File: src/rtl/mem_wb_stage.sv
// MEM/WB pipeline register with big-endian load-lane extraction and HI/LO registers.
// HI/LO outputs bypass the write that is still sitting in the W stage.
module mem_wb_stage (
   input  logic        clk,
   input  logic        rst,
   input  logic        StallW,
   input  logic        FlushW,
   input  logic        RegWriteM,
   input  logic        MemtoRegM,
   input  logic [2:0]  MemReadTypeM,
   input  logic [31:0] ALUoutM,
   input  logic [31:0] RAMdataM,
   input  logic [5:0]  WriteRegisterM,
   input  logic [1:0]  HiLoWriteM,
   input  logic [63:0] HiLoDataM,
   output logic        RegWriteW,
   output logic [5:0]  WriteRegisterW,
   output logic [31:0] WriteDataW,
   output logic [31:0] HIout,
   output logic [31:0] LOout
);

   logic        reg_write_w;
   logic        memto_reg_w;
   logic [2:0]  read_type_w;
   logic [31:0] alu_out_w;
   logic [31:0] ram_data_w;
   logic [5:0]  write_reg_w;
   logic [1:0]  hilo_write_w;
   logic [63:0] hilo_data_w;

   logic [31:0] hi_reg;
   logic [31:0] lo_reg;

   logic [7:0]  byte_lane;
   logic [15:0] half_lane;
   logic        sign_ext;
   logic [31:0] load_value;

   // W-stage register set: flush beats stall, stall beats capture.
   always_ff @(posedge clk) begin
      if (!rst) begin
         reg_write_w  <= 1'b0;
         memto_reg_w  <= 1'b0;
         read_type_w  <= 3'b000;
         alu_out_w    <= 32'h0;
         ram_data_w   <= 32'h0;
         write_reg_w  <= 6'h0;
         hilo_write_w <= 2'b00;
         hilo_data_w  <= 64'h0;
      end else if (FlushW) begin
         reg_write_w  <= 1'b0;
         memto_reg_w  <= 1'b0;
         read_type_w  <= 3'b000;
         alu_out_w    <= 32'h0;
         ram_data_w   <= 32'h0;
         write_reg_w  <= 6'h0;
         hilo_write_w <= 2'b00;
         hilo_data_w  <= 64'h0;
      end else if (!StallW) begin
         reg_write_w  <= RegWriteM;
         memto_reg_w  <= MemtoRegM;
         read_type_w  <= MemReadTypeM;
         alu_out_w    <= ALUoutM;
         ram_data_w   <= RAMdataM;
         write_reg_w  <= WriteRegisterM;
         hilo_write_w <= HiLoWriteM;
         hilo_data_w  <= HiLoDataM;
      end
   end

   // The instruction leaving W retires its HI/LO write even if the stage is flushed or stalled.
   always_ff @(posedge clk) begin
      if (!rst) begin
         hi_reg <= 32'h0;
         lo_reg <= 32'h0;
      end else begin
         if (hilo_write_w[1]) begin
            hi_reg <= hilo_data_w[63:32];
         end
         if (hilo_write_w[0]) begin
            lo_reg <= hilo_data_w[31:0];
         end
      end
   end

   // Byte offset 0 is the most significant lane of the memory word.
   always_comb begin
      byte_lane = 8'h0;
      case (alu_out_w[1:0])
         2'b00:   byte_lane = ram_data_w[31:24];
         2'b01:   byte_lane = ram_data_w[23:16];
         2'b10:   byte_lane = ram_data_w[15:8];
         default: byte_lane = ram_data_w[7:0];
      endcase
   end

   assign half_lane = alu_out_w[1] ? ram_data_w[15:0] : ram_data_w[31:16];
   assign sign_ext  = read_type_w[2];

   // Misaligned halfwords and the unused type encoding both load zero.
   always_comb begin
      load_value = 32'h0;
      case (read_type_w[1:0])
         2'b00:   load_value = {{24{sign_ext & byte_lane[7]}}, byte_lane};
         2'b01:   load_value = alu_out_w[0] ? 32'h0 : {{16{sign_ext & half_lane[15]}}, half_lane};
         2'b10:   load_value = ram_data_w;
         default: load_value = 32'h0;
      endcase
   end

   assign RegWriteW      = reg_write_w & (write_reg_w != 6'd0);
   assign WriteRegisterW = write_reg_w;
   assign WriteDataW     = memto_reg_w ? load_value : alu_out_w;

   assign HIout = hilo_write_w[1] ? hilo_data_w[63:32] : hi_reg;
   assign LOout = hilo_write_w[0] ? hilo_data_w[31:0]  : lo_reg;

endmodule

File: config.mk
export PLATFORM = sky130hd
export DESIGN_NAME = mem_wb_stage
export DESIGN_NICKNAME = d
export VERILOG_FILES = /design/src/rtl/mem_wb_stage.sv
export SDC_FILE = /design/constraint.sdc
export NUM_CORES = 1
export LEC_CHECK = 0
export ABC_AREA = 1
export CAP_MARGIN = 20
export CORE_ASPECT_RATIO = 1.5
export CORE_MARGIN = 3
export CORE_UTILIZATION = 50
export DETAILED_ROUTE_END_ITERATION = 8
export PLACE_DENSITY = 0.83
export SYNTH_ARGS = -nofsm -noshare
export SYNTH_HDL_FRONTEND = slang
export SYNTH_SLANG_ARGS = --single-unit
File: constraint.sdc
create_clock -name clk -period 2.7 [get_ports clk]
set_clock_uncertainty 0.1 [all_clocks]
set_input_delay 0.405 -clock clk [delete_from_list [all_inputs] [get_ports clk]]
set_output_delay 0.405 -clock clk [all_outputs]
set_load 0.01 [all_outputs]
======== Word level (Yosys, flattened, before mapping) ========
Cells that the tools add are included.
storage, ports and cells
  logic and storage cells ................. 29
  register bits ........................... 205
  output and inout port bits .............. 103
operators by class
  bitwise operators ....................... 4
  equal/unequal tests ..................... 4
  reduce and logical (&&, ||, !) cells .... 4
  multiplexer cells ....................... 7
operators by type and width
  cell                                                                   count
  32-bit 2-to-1 mux                                                      4
  32-bit case mux with 3 select lines                                    1
  8-bit case mux with 3 select lines                                     1
  16-bit 2-to-1 mux                                                      1
  6-bit nonzero test                                                     1
  2-bit by 1-bit equality test with 1-bit output, second input constant  2
  2-bit equality test, second input constant                             2
  2-bit logical NOT                                                      2
  1-bit AND                                                              3
  2-bit OR reduction                                                     1
  1-bit NOT                                                              1

======== Depth between registers and ports, before layout ========
  depth after elaboration ................. 5
  mapped depth ............................ 10
  depth with buffers taken out ............ 10

======== Least setup slack after synthesis ========
OpenSTA, ideal clock, no wires.
  kind .................................... flip-flop to output port
  start ................................... reg alu_out_w[1]
  end ..................................... out WriteDataW[22]
  buffers on the path ..................... 2
  data required time ...................... 2.195 ns
  data arrival time ....................... 1.178 ns
  setup slack ............................. 1.017 ns
  stages on the path, launching flop included .. 11
  cell sequence ........................... dfxtp_1 buf_4 nand2_1 nand2_2 nand2_1 nand2_2 nand3_4 buf_6 nand2_1 nand2_1 nand2_1
on the way
  cells in the longest elaborated chain, start to end .. 5
  elaborated cells between the ends (all ways) .. 10
  classes of those cells .................. eq/ne: 2; mux: 5; bitwise: 2; reduce/logical: 1
RTL lines
  what                                                             line      source
  from (decl)                                                      26        logic [31:0] alu_out_w;
  from (signal assigned)                                           64        alu_out_w <= ALUoutM;
  2-bit equality test, or another cell as far along                90        case (alu_out_w[1:0])
  8-bit case mux with 3 select lines or 1-bit AND (tied branches)  90, 106
  1-bit AND or 32-bit 2-to-1 mux (tied branches)                   105, 106
  32-bit case mux with 3 select lines (*)                          104       case (read_type_w[1:0])
  32-bit 2-to-1 mux (*)                                            114       assign WriteDataW = memto_reg_w ? load_value : alu_out_w;
  to (decl)                                                        18        output logic [31:0] WriteDataW,
Mark *: on every way between the ends. The rest lies on a longest branch, timed or not.

======== Worst setup path in the final report ========
  start ................................... reg alu_out_w[1]
  end ..................................... out WriteDataW[20]
Same word-level chain as after synthesis.

==> results.toml <==
[timing]
setup_ws_ns = 0.0532
slew_headroom_pct = 33.9
hold_viol_final = 0
slew_viol_final = 0
fin_crit_sh_pct = 98.0
worst_pin_slew_ns = 0.991
setup_viol = 0
grt_setup_unrepaired = "true"
fmax_mhz = 378
period_needed_ns = 2.65

[cells_and_area]
drive_above_1_share_pct = 6.53
largest_register_ffs = 64
top_register = "hilo_data_w"
syn_to_final_growth_pct = 39.7
nNetsFinal = 1662

[setup_path]
startpoint_type = "flip-flop"
worst_r2r_path_depth = 4
critPathArrivalTime_ns = 2.14
path_class = "reg2out"
worst_ep_required_time_ns = 2.19
cp_max_fo = 6
cp-end-kind = "primary output"

[pwr]
finalPower_mw = 6.69
power.share.sequential_pct = 47.1
p_clk_share_pct = 42.3
switchingPower_mw = 1.58
swShare_pct = 23.7
p_int_mw = 5.11
peakVddDrop_uv = 557
power.density_nw_per_um2 = 553
combPwrFrac_pct = 10.6
p_leak_nw = 5.40

[detailed_routing]
via_count = 8993
wl_per_cell_um = 15.9
viasPerCell = 5.16
drc = 0
ant_nets = 0
drt_iter0_drc = 571
dr.pass1.iters = 5
routed_wl_um = 27700

[grt]
antenna_found_initial = 2
grt_max_degree = 157
grt_pass1_wl_um = 43500
grt_pass1_vias = 8845
grt_remaining_overflow = 0
grt.total_usage_pct = 28.2

[logic_synthesis]
yosysWarnings = 0
yosysSeqAreaShare_pct = 47.4
ys_types = 22
syn_inst = 1297
netlist_area_um2 = 8670
synth_largest_area_cell = "dfxtp_1"
synth_top_area_share_pct = 47.4
synth-seq-cells = 205
syn-num-nets = 1442
synthTopCellsByArea = "dfxtp_1 47%, nand2_1 29%, a21oi_1 11%"
syn_area_per_cell_um2 = 6.68

[clock_tree]
cts.sinks = 205
cts-root-buf = "clkbuf_16"
hold_buffers = 0
cts_tree = "built"
htree_levels = 1
numCtsBuffers = 20
ctsLongestPathBuffers = 3
path_clk_slew_ns = 0.07
clock_latency_ns = 0.49

[placement]
gp_congestion = 0.930
place_ws_ns = 0.247
io_buffers = 247
hpwl_um = 18700

[floorplan]
die_h_um = 167
initial_core_util_pct = 51.3
die_w_um = 114
ios = 248
core.rowCount = 58
die_area_um2 = 19000
coreArea_um2 = 16900

[run_status]
outcome = "finished clean"

[run]
max_cap_viol_count = 0

[hold_path]
hold_class = "reg2reg"
hold_depth = 2
## final timing paths
check	start	end	slack [ns]
hold reg to reg	hilo_data_w[63]	hilo_data_w[63]	0.36
setup / recovery	alu_out_w[1]	WriteDataW[20]	0.05
setup reg to reg	hilo_write_w[0]	lo_reg[20]	1.47
hold / removal	hilo_data_w[63]	hilo_data_w[63]	0.36
## cells by family after synthesis
family                 share of synthesized area (%)
AND/OR/NAND/NOR                                 32.7
AO/OA/AOI/OAI                                   13.6
flip-flops                                      47.4
buffers and inverters                           6.37
## cell usage in the layout (no fill, tap or decap), types with 3 or more instances in the layout
master           netlist  final
clkbuf_16              0     21
buf_12                 0      5
clkbuf_8               0      5
dfxtp_2                0      6
clkbuf_1              55      4
nand2_2                4      3
buf_6                  3      3
nand3_4                1      3
inv_1                 42     40
o21ai_0               16     13
buf_4                  1     26
dlygate4sd2_1          0     28
a21oi_1              197    197
inv_4                  0      4
nand2_1              676    674
a211oi_1              15     15
dfxtp_1              205    199
o21ai_1                0      3
nand3_1               10     10
nor2_1                32     31
inv_2                  7      5
clkdlybuf4s50_1        0    214
## cell type report
| type | count | area, µm² |
|---|---|---|
| antenna | 2 | 5.00 |
| tap | 210 | 263 |
| clock inverter | 6 | 65.1 |
| sequential | 205 | 4110 |
| fill | 1432 | 4800 |
| timing repair buffer | 281 | 2780 |
| multi-input combinational | 960 | 4080 |
| inverter | 49 | 194 |
| clock buffer | 30 | 609 |
## synthesized netlist by cell type
| cell type | n |
|---|---|
| buf_4 | 1 |
| a21oi_1 | 197 |
| or2_1 | 1 |
| nand3_4 | 1 |
| nand2_2 | 4 |
| a211oi_1 | 15 |
| nor2_2 | 1 |
| buf_1 | 8 |
| inv_2 | 7 |
| nand2_1 | 676 |
| nor2_8 | 1 |
| buf_6 | 3 |
| nor4_1 | 1 |
| o21ai_0 | 16 |
| buf_2 | 18 |
| nor2_1 | 32 |
| nor2_4 | 2 |
| inv_1 | 42 |
| nand4_4 | 1 |
| dfxtp_1 | 205 |
| nand3_1 | 10 |
| clkbuf_1 | 55 |
## routing by layer
metal	vias to the layer above	global-route usage, %	share of wire [%]
met3	84	5.78	6.5
met5	-	0	0
met4	0	14.0	5.6
li1	4502	-	-
met2	341	51.6	52
met1	4066	30.0	36
## worst max-delay path, cell delays in order (launching register included)
cell and delay [ns]:
dfxtp_2 0.33, inv_2 0.10, nand2_1 0.08, nand2_2 0.12, nand2_2 0.07, nand2_4 0.12
nand3_4 0.13, buf_4 0.17, buf_4 0.12, nand2_1 0.06, nand2_1 0.05, nand2_1 0.07
clkdlybuf4s15_2 0.22
## timing repair
action / in CTS / in global routing
endpoints found under the setup margin: 32 / 43
endpoints found under the hold margin: 0 / 0
cloned: 2 / 0
pin swaps: 3 / 4
resized for setup: 54 / 9
buffers inserted: 9 / 3
## power by group through the flow
stage	Clock, mW	Combinational [mW]	Sequential, mW
2_1_floorplan	0	0.319	3.20
3_3_place_gp	0	0.693	3.21
3_5_place_dp	0	0.697	3.22
4_1_cts	2.88	0.705	3.15
5_1_grt	3.00	0.771	3.16
6_report	2.83	0.709	3.15
## metrics by stage
step	hold slack [ns]	area, µm²	utilization [%]	setup TNS [ns]	cells
global placement	0.345	11300	66.5	0	1691
global route	0.358	12100	71.6	-0.0551	1743
finish	0.365	12100	71.6	0	1743
floorplan	0.336	8670	-	0	1297
detailed placement	0.355	11300	66.5	0	1691
CTS	0.355	12100	71.3	-0.0312	1738
(Power assumes the default switching activity.)
